### config.mk
export PLATFORM = sky130hd
export DESIGN_NAME = rf_wb_queue
export DESIGN_NICKNAME = d
export VERILOG_FILES = /design/src/rtl/rf_wb_queue.sv
export SDC_FILE = /design/constraint.sdc
export NUM_CORES = 1
export LEC_CHECK = 0
export BUFFER_PORTS_ARGS = -buffer_cell sky130_fd_sc_hd__clkbuf_2
export CAP_MARGIN = 0
export CORE_ASPECT_RATIO = 0.6
export CORE_MARGIN = 4
export CORE_UTILIZATION = 45
export DETAILED_ROUTE_END_ITERATION = 6
export GPL_TIMING_DRIVEN = 0
export MAX_ROUTING_LAYER = met4
export PLACE_DENSITY = 0.77
export SLEW_MARGIN = 40
export SYNTH_ARGS = -nofsm -noshare
export SYNTH_HDL_FRONTEND = slang
export SYNTH_SLANG_ARGS = --single-unit
### constraint.sdc
create_clock -name clk -period 1.8 [get_ports clk]
set_clock_uncertainty 0.05 [all_clocks]
set_input_delay 0.36 -clock clk [delete_from_list [all_inputs] [get_ports clk]]
set_output_delay 0.36 -clock clk [all_outputs]
set_load 0.03 [all_outputs]
### src/rtl/rf_wb_queue.sv
// rf_wb_queue: 4-entry in-order write-back queue in front of a register-file write port.
// Ports: clk, reset_n (async, active-low); req_valid/req_ready/req_addr/req_data (producer);
//   wb_stall, rf_write/rf_addr_w/rf_data_w (register-file write port);
//   q_addr -> q_hit/q_data (forwarding lookup); pending_cnt (occupancy 0..4).
// Optional feature: define RF_WB_FWD_EN to build the q_addr forwarding comparators.
module rf_wb_queue #(
  parameter int WORD_SIZE = 16,
  parameter int DEPTH     = 4
) (
  input  logic                 clk,
  input  logic                 reset_n,
  input  logic                 req_valid,
  output logic                 req_ready,
  input  logic [1:0]           req_addr,
  input  logic [WORD_SIZE-1:0] req_data,
  input  logic                 wb_stall,
  output logic                 rf_write,
  output logic [1:0]           rf_addr_w,
  output logic [WORD_SIZE-1:0] rf_data_w,
  input  logic [1:0]           q_addr,
  output logic                 q_hit,
  output logic [WORD_SIZE-1:0] q_data,
  output logic [2:0]           pending_cnt
);

  logic [1:0]           r_addr [DEPTH];
  logic [WORD_SIZE-1:0] r_data [DEPTH];
  logic [1:0]           r_rd_ptr;
  logic [1:0]           r_wr_ptr;
  logic [2:0]           r_cnt;

  logic w_enq;
  logic w_deq;
  logic w_nonempty;

  assign w_nonempty  = (r_cnt != 3'd0);
  assign req_ready   = (r_cnt < 3'(DEPTH));
  assign w_enq       = req_valid && req_ready;
  assign rf_write    = w_nonempty && !wb_stall;
  assign w_deq       = rf_write;
  assign pending_cnt = r_cnt;

  // Stale slots may hold old data; gate the head view with occupancy.
  assign rf_addr_w = w_nonempty ? r_addr[r_rd_ptr] : 2'd0;
  assign rf_data_w = w_nonempty ? r_data[r_rd_ptr] : '0;

  always_ff @(posedge clk or negedge reset_n) begin
    if (!reset_n) begin
      r_rd_ptr <= 2'd0;
      r_wr_ptr <= 2'd0;
      r_cnt    <= 3'd0;
      for (int i = 0; i < DEPTH; i++) begin
        r_addr[i] <= 2'd0;
        r_data[i] <= '0;
      end
    end else begin
      if (w_enq) begin
        r_addr[r_wr_ptr] <= req_addr;
        r_data[r_wr_ptr] <= req_data;
        r_wr_ptr         <= r_wr_ptr + 2'd1;
      end
      if (w_deq) begin
        r_rd_ptr <= r_rd_ptr + 2'd1;
      end
      unique case ({w_enq, w_deq})
        2'b10:   r_cnt <= r_cnt + 3'd1;
        2'b01:   r_cnt <= r_cnt - 3'd1;
        default: r_cnt <= r_cnt;
      endcase
    end
  end

`ifdef RF_WB_FWD_EN
  logic                 w_hit;
  logic [WORD_SIZE-1:0] w_fdata;
  logic [1:0]           w_idx;

  // Walk oldest to youngest so the last match wins; the incoming
  // request is not yet stored and so never participates.
  always_comb begin
    w_hit   = 1'b0;
    w_fdata = '0;
    w_idx   = 2'd0;
    for (int i = 0; i < DEPTH; i++) begin
      w_idx = r_rd_ptr + 2'(i);
      if ((3'(i) < r_cnt) && (r_addr[w_idx] == q_addr)) begin
        w_hit   = 1'b1;
        w_fdata = r_data[w_idx];
      end
    end
  end

  assign q_hit  = w_hit;
  assign q_data = w_fdata;
`else
  logic w_unused_qaddr;
  assign w_unused_qaddr = ^q_addr;
  assign q_hit  = 1'b0;
  assign q_data = '0;
`endif

endmodule

# Word-level counts from Yosys, hierarchy flattened
# Index checks and enable logic that the tools add are counted.
# Widths: inputs -> output; s select.
[op_classes] n_mux=15 addsub=4 bitwise_logic=2 n_eq_ne=2 magnitude_cmp=4 reduce_logical=6
[op_table] operator="$bwmux 64" count=1
[op_table] operator="$mux 16" count=4
[op_table] operator="$bmux 16 s2" count=1
[op_table] operator="$demux 16 s2" count=1
[op_table] operator="$bwmux 8" count=1
[op_table] operator="$mux 2" count=4
[op_table] operator="$ge 3x3->1 const B" count=2
[op_table] operator="$not 2->3" count=2
[op_table] operator="$pmux 3 s2" count=1
[op_table] operator="$add 2x1->2 const B" count=2
[op_table] operator="$bmux 2 s2" count=1
[op_table] operator="$demux 2 s2" count=1
[op_table] operator="$add 3x1->3 const B" count=1
[op_table] operator="$logic_and 1x1->1" count=3
[op_table] operator="$lt 3x1->1 const B" count=1
[op_table] operator="$lt 3x3->1 const B" count=1
[op_table] operator="$reduce_bool 3->1" count=1
[op_table] operator="$sub 3x1->3 const B" count=1
[op_table] operator="$eq 2x1->1 const B" count=1
[op_table] operator="$eq 2x2->1 const B" count=1
[op_table] operator="$reduce_bool 2->1" count=1
[op_table] operator="$logic_not 1->1" count=1
[word_totals] elab_cells=44 out_inout_bits=40 ff_bits=79

# Depth between registers and ports, before layout
[depth] depth_word=6 depth_mapped=9 ltp_nobuf=8

# Worst setup path before layout
# No wires, ideal clock.
[synth_path] path_kind="register to register" startpoint="reg r_cnt[0] (netlist: pending_cnt[0])" endpoint="reg r_cnt[2] (netlist: pending_cnt[2])" synth_period_minus_slack_ns=2.560 n_path_buf=1 setup_time_ns=0.132 stages_incl_launch_ff=10 path_slack_ns=-0.760 arrival_ns=2.378 cell_sequence="dfrtp_1 > nor3_1 > clkbuf_1 > nor2_1 > ha_1 > inv_1 > fa_1 > xor2_1 > nor2_1 > xnor2_1"
[synth_between] elab_chain_cells=4 elab_cells_between_ends=10 cone_classes="add/sub: 2; order compare: 1; eq/ne: 2; mux: 1; reduce/logical: 4"
[synth_lines] element="start, declared" line="30" rtl="logic [2:0] r_cnt;"
[synth_lines] element="start signal, assigned" line="66" rtl="2'b10: r_cnt <= r_cnt + 3'd1;"
[synth_lines] element="start signal, assigned" line="67" rtl="2'b01: r_cnt <= r_cnt - 3'd1;"
[synth_lines] element="start signal, assigned" line="68" rtl="default: r_cnt <= r_cnt;"
[synth_lines] element="$reduce_bool 3->1 *" line="36" rtl="assign w_nonempty = (r_cnt != 3'd0);"
[synth_lines] element="$logic_and 1x1->1 *" line="39" rtl="assign rf_write = w_nonempty && !wb_stall;"
[synth_lines] element="named net rf_write" line="17" rtl="output logic rf_write,"
[synth_lines] element="$eq 2x1->1 / $eq 2x2->1 (equally long branches)" line="65" rtl="unique case ({w_enq, w_deq})"
[synth_lines] element="$pmux 3 s2 / $reduce_bool 2->1 (equally long branches)"
# Mark *: on every way through the listed nets, which the timed path passes. The rest lies on a longest branch.
# A chain may end at the register's enable or synchronous reset.

# Worst setup path after layout
[layout_path] startpoint="reg r_rd_ptr[0]" endpoint="out rf_data_w[11]"
[layout_between] elab_chain_cells=5
[layout_lines] element="start, declared" line="28" rtl="logic [1:0] r_rd_ptr;"
[layout_lines] element="start signal, assigned" line="63" rtl="r_rd_ptr <= r_rd_ptr + 2'd1;"
[layout_lines] element="$not 2->3 (implied by the code)" line="45" rtl="assign rf_data_w = w_nonempty ? r_data[r_rd_ptr] : '0;"
[layout_lines] element="$bmux 16 s2" line="45"
[layout_lines] element="$mux 16 (implied by the code) (2 in a row)" line="45"
[layout_lines] element="$mux 16" line="45"
[layout_lines] element="end, declared" line="19" rtl="output logic [WORD_SIZE-1:0] rf_data_w,"
# Every way passes these cells. The select of a mux whose other input is x is not followed.

==> flow_metrics.py <==
metrics = {
    "power_and_ir_drop": {
        "leakagePower_nw": 2.449,
        "max-vdd-ir-drop_mv": 1.095,
        "pwr-share-comb_pct": 52.9,
        "p_clk_share_pct": 17.3,
        "switching_share_pct": 35.29,
        "cellPowerDensity_nw_per_um2": 2138,
        "pwr-share-seq_pct": 29.9,
        "intPower_mw": 6.985,
        "switching_power_mw": 3.809,
    },
    "logic_synthesis": {
        "synth_top_area_cell": "dfrtp_1",
        "synth.area.top_cells": "dfrtp_1 49%, mux2_4 15%, mux4_2 10%, mux2_2 9.0%, buf_4 3.4%",
        "yosys_most_used_dff": "dfrtp_1",
        "yosysMostFrequentCell": "dfrtp_1",
        "synth-edff-count": 0,
        "avgSynthCellArea_um2": 16.22,
        "netlist_area_um2": 4006,
        "synth_cells": 247,
        "synth.ff_latch_count": 79,
        "synthTopCellsByCount": "79 x dfrtp_1, 40 x mux2_4, 32 x mux2_2",
        "ys_async_sr_fraction_pct": 100.0,
        "synth_top_area_share_pct": 49.34,
        "ys_warn_count": 0,
        "ys_types": 23,
        "ys_seq_area_share_pct": 49.34,
    },
    "route": {
        "route.detailed.drc": 0,
        "drtIter0Drc": 96,
        "wl_per_cell_um": 18.19,
        "drtAntennaViolNets": 0,
        "viasPerCell": 4.931,
        "drt-total-wl_mm": 8.129,
        "via_count": 2204,
        "dr.pass1.iters": 4,
    },
    "clock_tree": {
        "cts_buffers": 9,
        "clkLatencyLatePin_ps": 330,
        "ctsHtreeMaxLevel": 3,
        "clk_pin_slew_ps": 60,
        "clock_sinks": 79,
        "cts_root_buffer": "clkbuf_16",
        "tritoncts": "done",
        "cts.path.max_buffers": 2,
    },
    "outcome": {
        "violations": "setup timing",
        "status": "finished, violations left",
    },
    "setup_path": {
        "worstSetupEndpointType": "output pin",
        "rr_startpoint": "pending_cnt[0]",
        "crit_type": "reg2out",
        "arrival_ps": 1770,
        "critPathRequiredTime_ps": 1390,
        "cp-startpoint": "r_rd_ptr[0]",
        "cp_max_fo": 10,
        "worst_setup_path_start_kind": "flop",
    },
    "placed_design": {
        "io_buffers": 44,
        "place_congestion": 0.7262,
        "pre_cts_slack_ps": -249.6,
        "hpwl_mm": 5.406,
        "placed_area_um2": 4504,
    },
    "floorplan": {
        "die_area_um2": 10530,
        "io_pins": 64,
        "core_um2": 8588,
        "start_util_pct": 46.65,
        "fp.dieW_um": 129.8,
        "rows": 26,
        "die_height_um": 81.09,
    },
    "global_route": {
        "antenna_found_initial": 0,
        "grt_pass1_vias": 2426,
        "grt_usage_pct": 17.22,
        "grt_pass1_wl_mm": 13.02,
        "gr-total-overflow": 0,
        "grt_max_degree": 50,
    },
    "sta": {
        "tns_ps": -6647,
        "maxSlewViolCount": 0,
        "finalHoldViolCount": 0,
        "setup_viol": 21,
        "rsz0062_at_grt": "true",
        "final.period_utilization_pct": 121.1,
        "hold_slack_ps": 258.4,
        "fin_crit_ps": 2179,
        "fmax_mhz": 458.9,
        "worst_slack_ps": -379.1,
    },
    "cells_and_area": {
        "diodes": 0,
        "area_delta_synth_final_pct": 26.01,
        "n_fill_cell": 684,
        "postLayoutCellArea_um2": 5049,
        "drive_gt1_share_pct": 60.90,
        "fin_nets": 360,
    },
    "worst_hold_path": {
        "hp-class": "in2reg",
        "hold_path_startpoint": "req_data[8]",
    },
    "run": {
        "maxCapViolations": 0,
    },
}
## layout by cell type (no fill, tap or decap), types with 4 or more instances in the layout
| cell type | instances |
|---|---|
| buf_12 | 7 |
| buf_4 | 38 |
| buf_6 | 6 |
| clkbuf_16 | 10 |
| clkbuf_2 | 25 |
| clkbuf_8 | 5 |
| conb_1 | 17 |
| dfrtp_1 | 75 |
| dfrtp_2 | 4 |
| ha_1 | 4 |
| inv_1 | 6 |
| mux2_2 | 32 |
| mux2_4 | 40 |
| mux4_2 | 18 |
| nand2_8 | 4 |
| nor2b_1 | 16 |
## power by group through the flow
| stage | registers, mW | clock network [mW] | logic [mW] |
|---|---|---|---|
| 2_1_floorplan | 3.10 | 0 | 4.01 |
| 3_3_place_gp | 3.16 | 0 | 4.94 |
| 3_5_place_dp | 3.21 | 0 | 5.07 |
| 4_1_cts | 3.21 | 1.92 | 5.59 |
| 5_1_grt | 3.32 | 1.99 | 6.08 |
| 6_report | 3.22 | 1.87 | 5.70 |
## final cells by class
class	instances	area [µm²]	area share, %
Clock inverter	3	40.04	0.7931
Buffer	28	296.5	5.874
Sequential cell	79	1982	39.26
Clock buffer	13	270.3	5.353
Multi-Input combinational cell	149	1859	36.83
Inverter	7	26.28	0.5204
Timing Repair Buffer	56	434.2	8.600
Tap cell	112	140.1	2.776
## registers in the layout, summed over array words and instances, names as in the netlist
| name | count |
|---|---|
| pending_cnt | 3 |
| r_addr | 8 |
| r_data | 64 |
| r_rd_ptr | 2 |
| r_wr_ptr | 2 |
## routing by layer
layer / global-route usage, % / share of wire [%]
met1: 22.96 / 49
met2: 25.54 / 45
met3: 5.388 / 4.3
met4: 5.083 / 1.7
met5: - / 0
## stage by stage
step | utilization (%) | instances | total power, mW
after floorplan | - | 263 | 7.112
after global placement | 52.03 | 419 | 8.097
after detailed placement | 52.45 | 420 | 8.278
after CTS | 58.29 | 446 | 10.71
after global routing | 58.79 | 447 | 11.38
final | 58.79 | 447 | 10.79
## worst max-delay path, cell delays in order, from the launching register on
cell	delay, ps
dfrtp_2	420
buf_12	170
mux4_2	500
nor2b_1	150
buf_4	180
## worst paths after layout
kind                                   to  slack [ps]  cells past startpoint
max                         rf_data_w[11]        -380                      4
min                            r_data[56]         260                      2
max reg2reg                pending_cnt[2]        -150                     10
min reg2reg                    r_data[51]         450                      1
max in group asynchronous      r_data[53]         740                      3
min in group asynchronous      r_data[62]         430                      2
## cells by family (layout without fill, tap and decap cells)
| kind of cell | count (synthesis) | in the layout | synth area share [%] |
|---|---|---|---|
| simple gates | 28 | 28 | 5.622 |
| mux | 91 | 91 | 34.35 |
| compound gates | 1 | 1 | 0.1248 |
| buf+inv | 35 | 107 | 7.090 |
| other cells | 1 | 17 | 0.09360 |
| xor+xnor | 6 | 6 | 1.312 |
| fa+ha+maj | 6 | 6 | 2.061 |
| flops | 79 | 79 | 49.34 |
## what timing repair did
action | CTS | global route
gates cloned | 2 | 0
gates resized for setup | 33 | 25
setup endpoints to repair | 21 | 60
buffers inserted | 7 | 1
hold endpoints to repair | 30 | 0
pin swaps | 2 | 4
hold buffers | 1 | 0
Power figures use the tool's default switching activity.
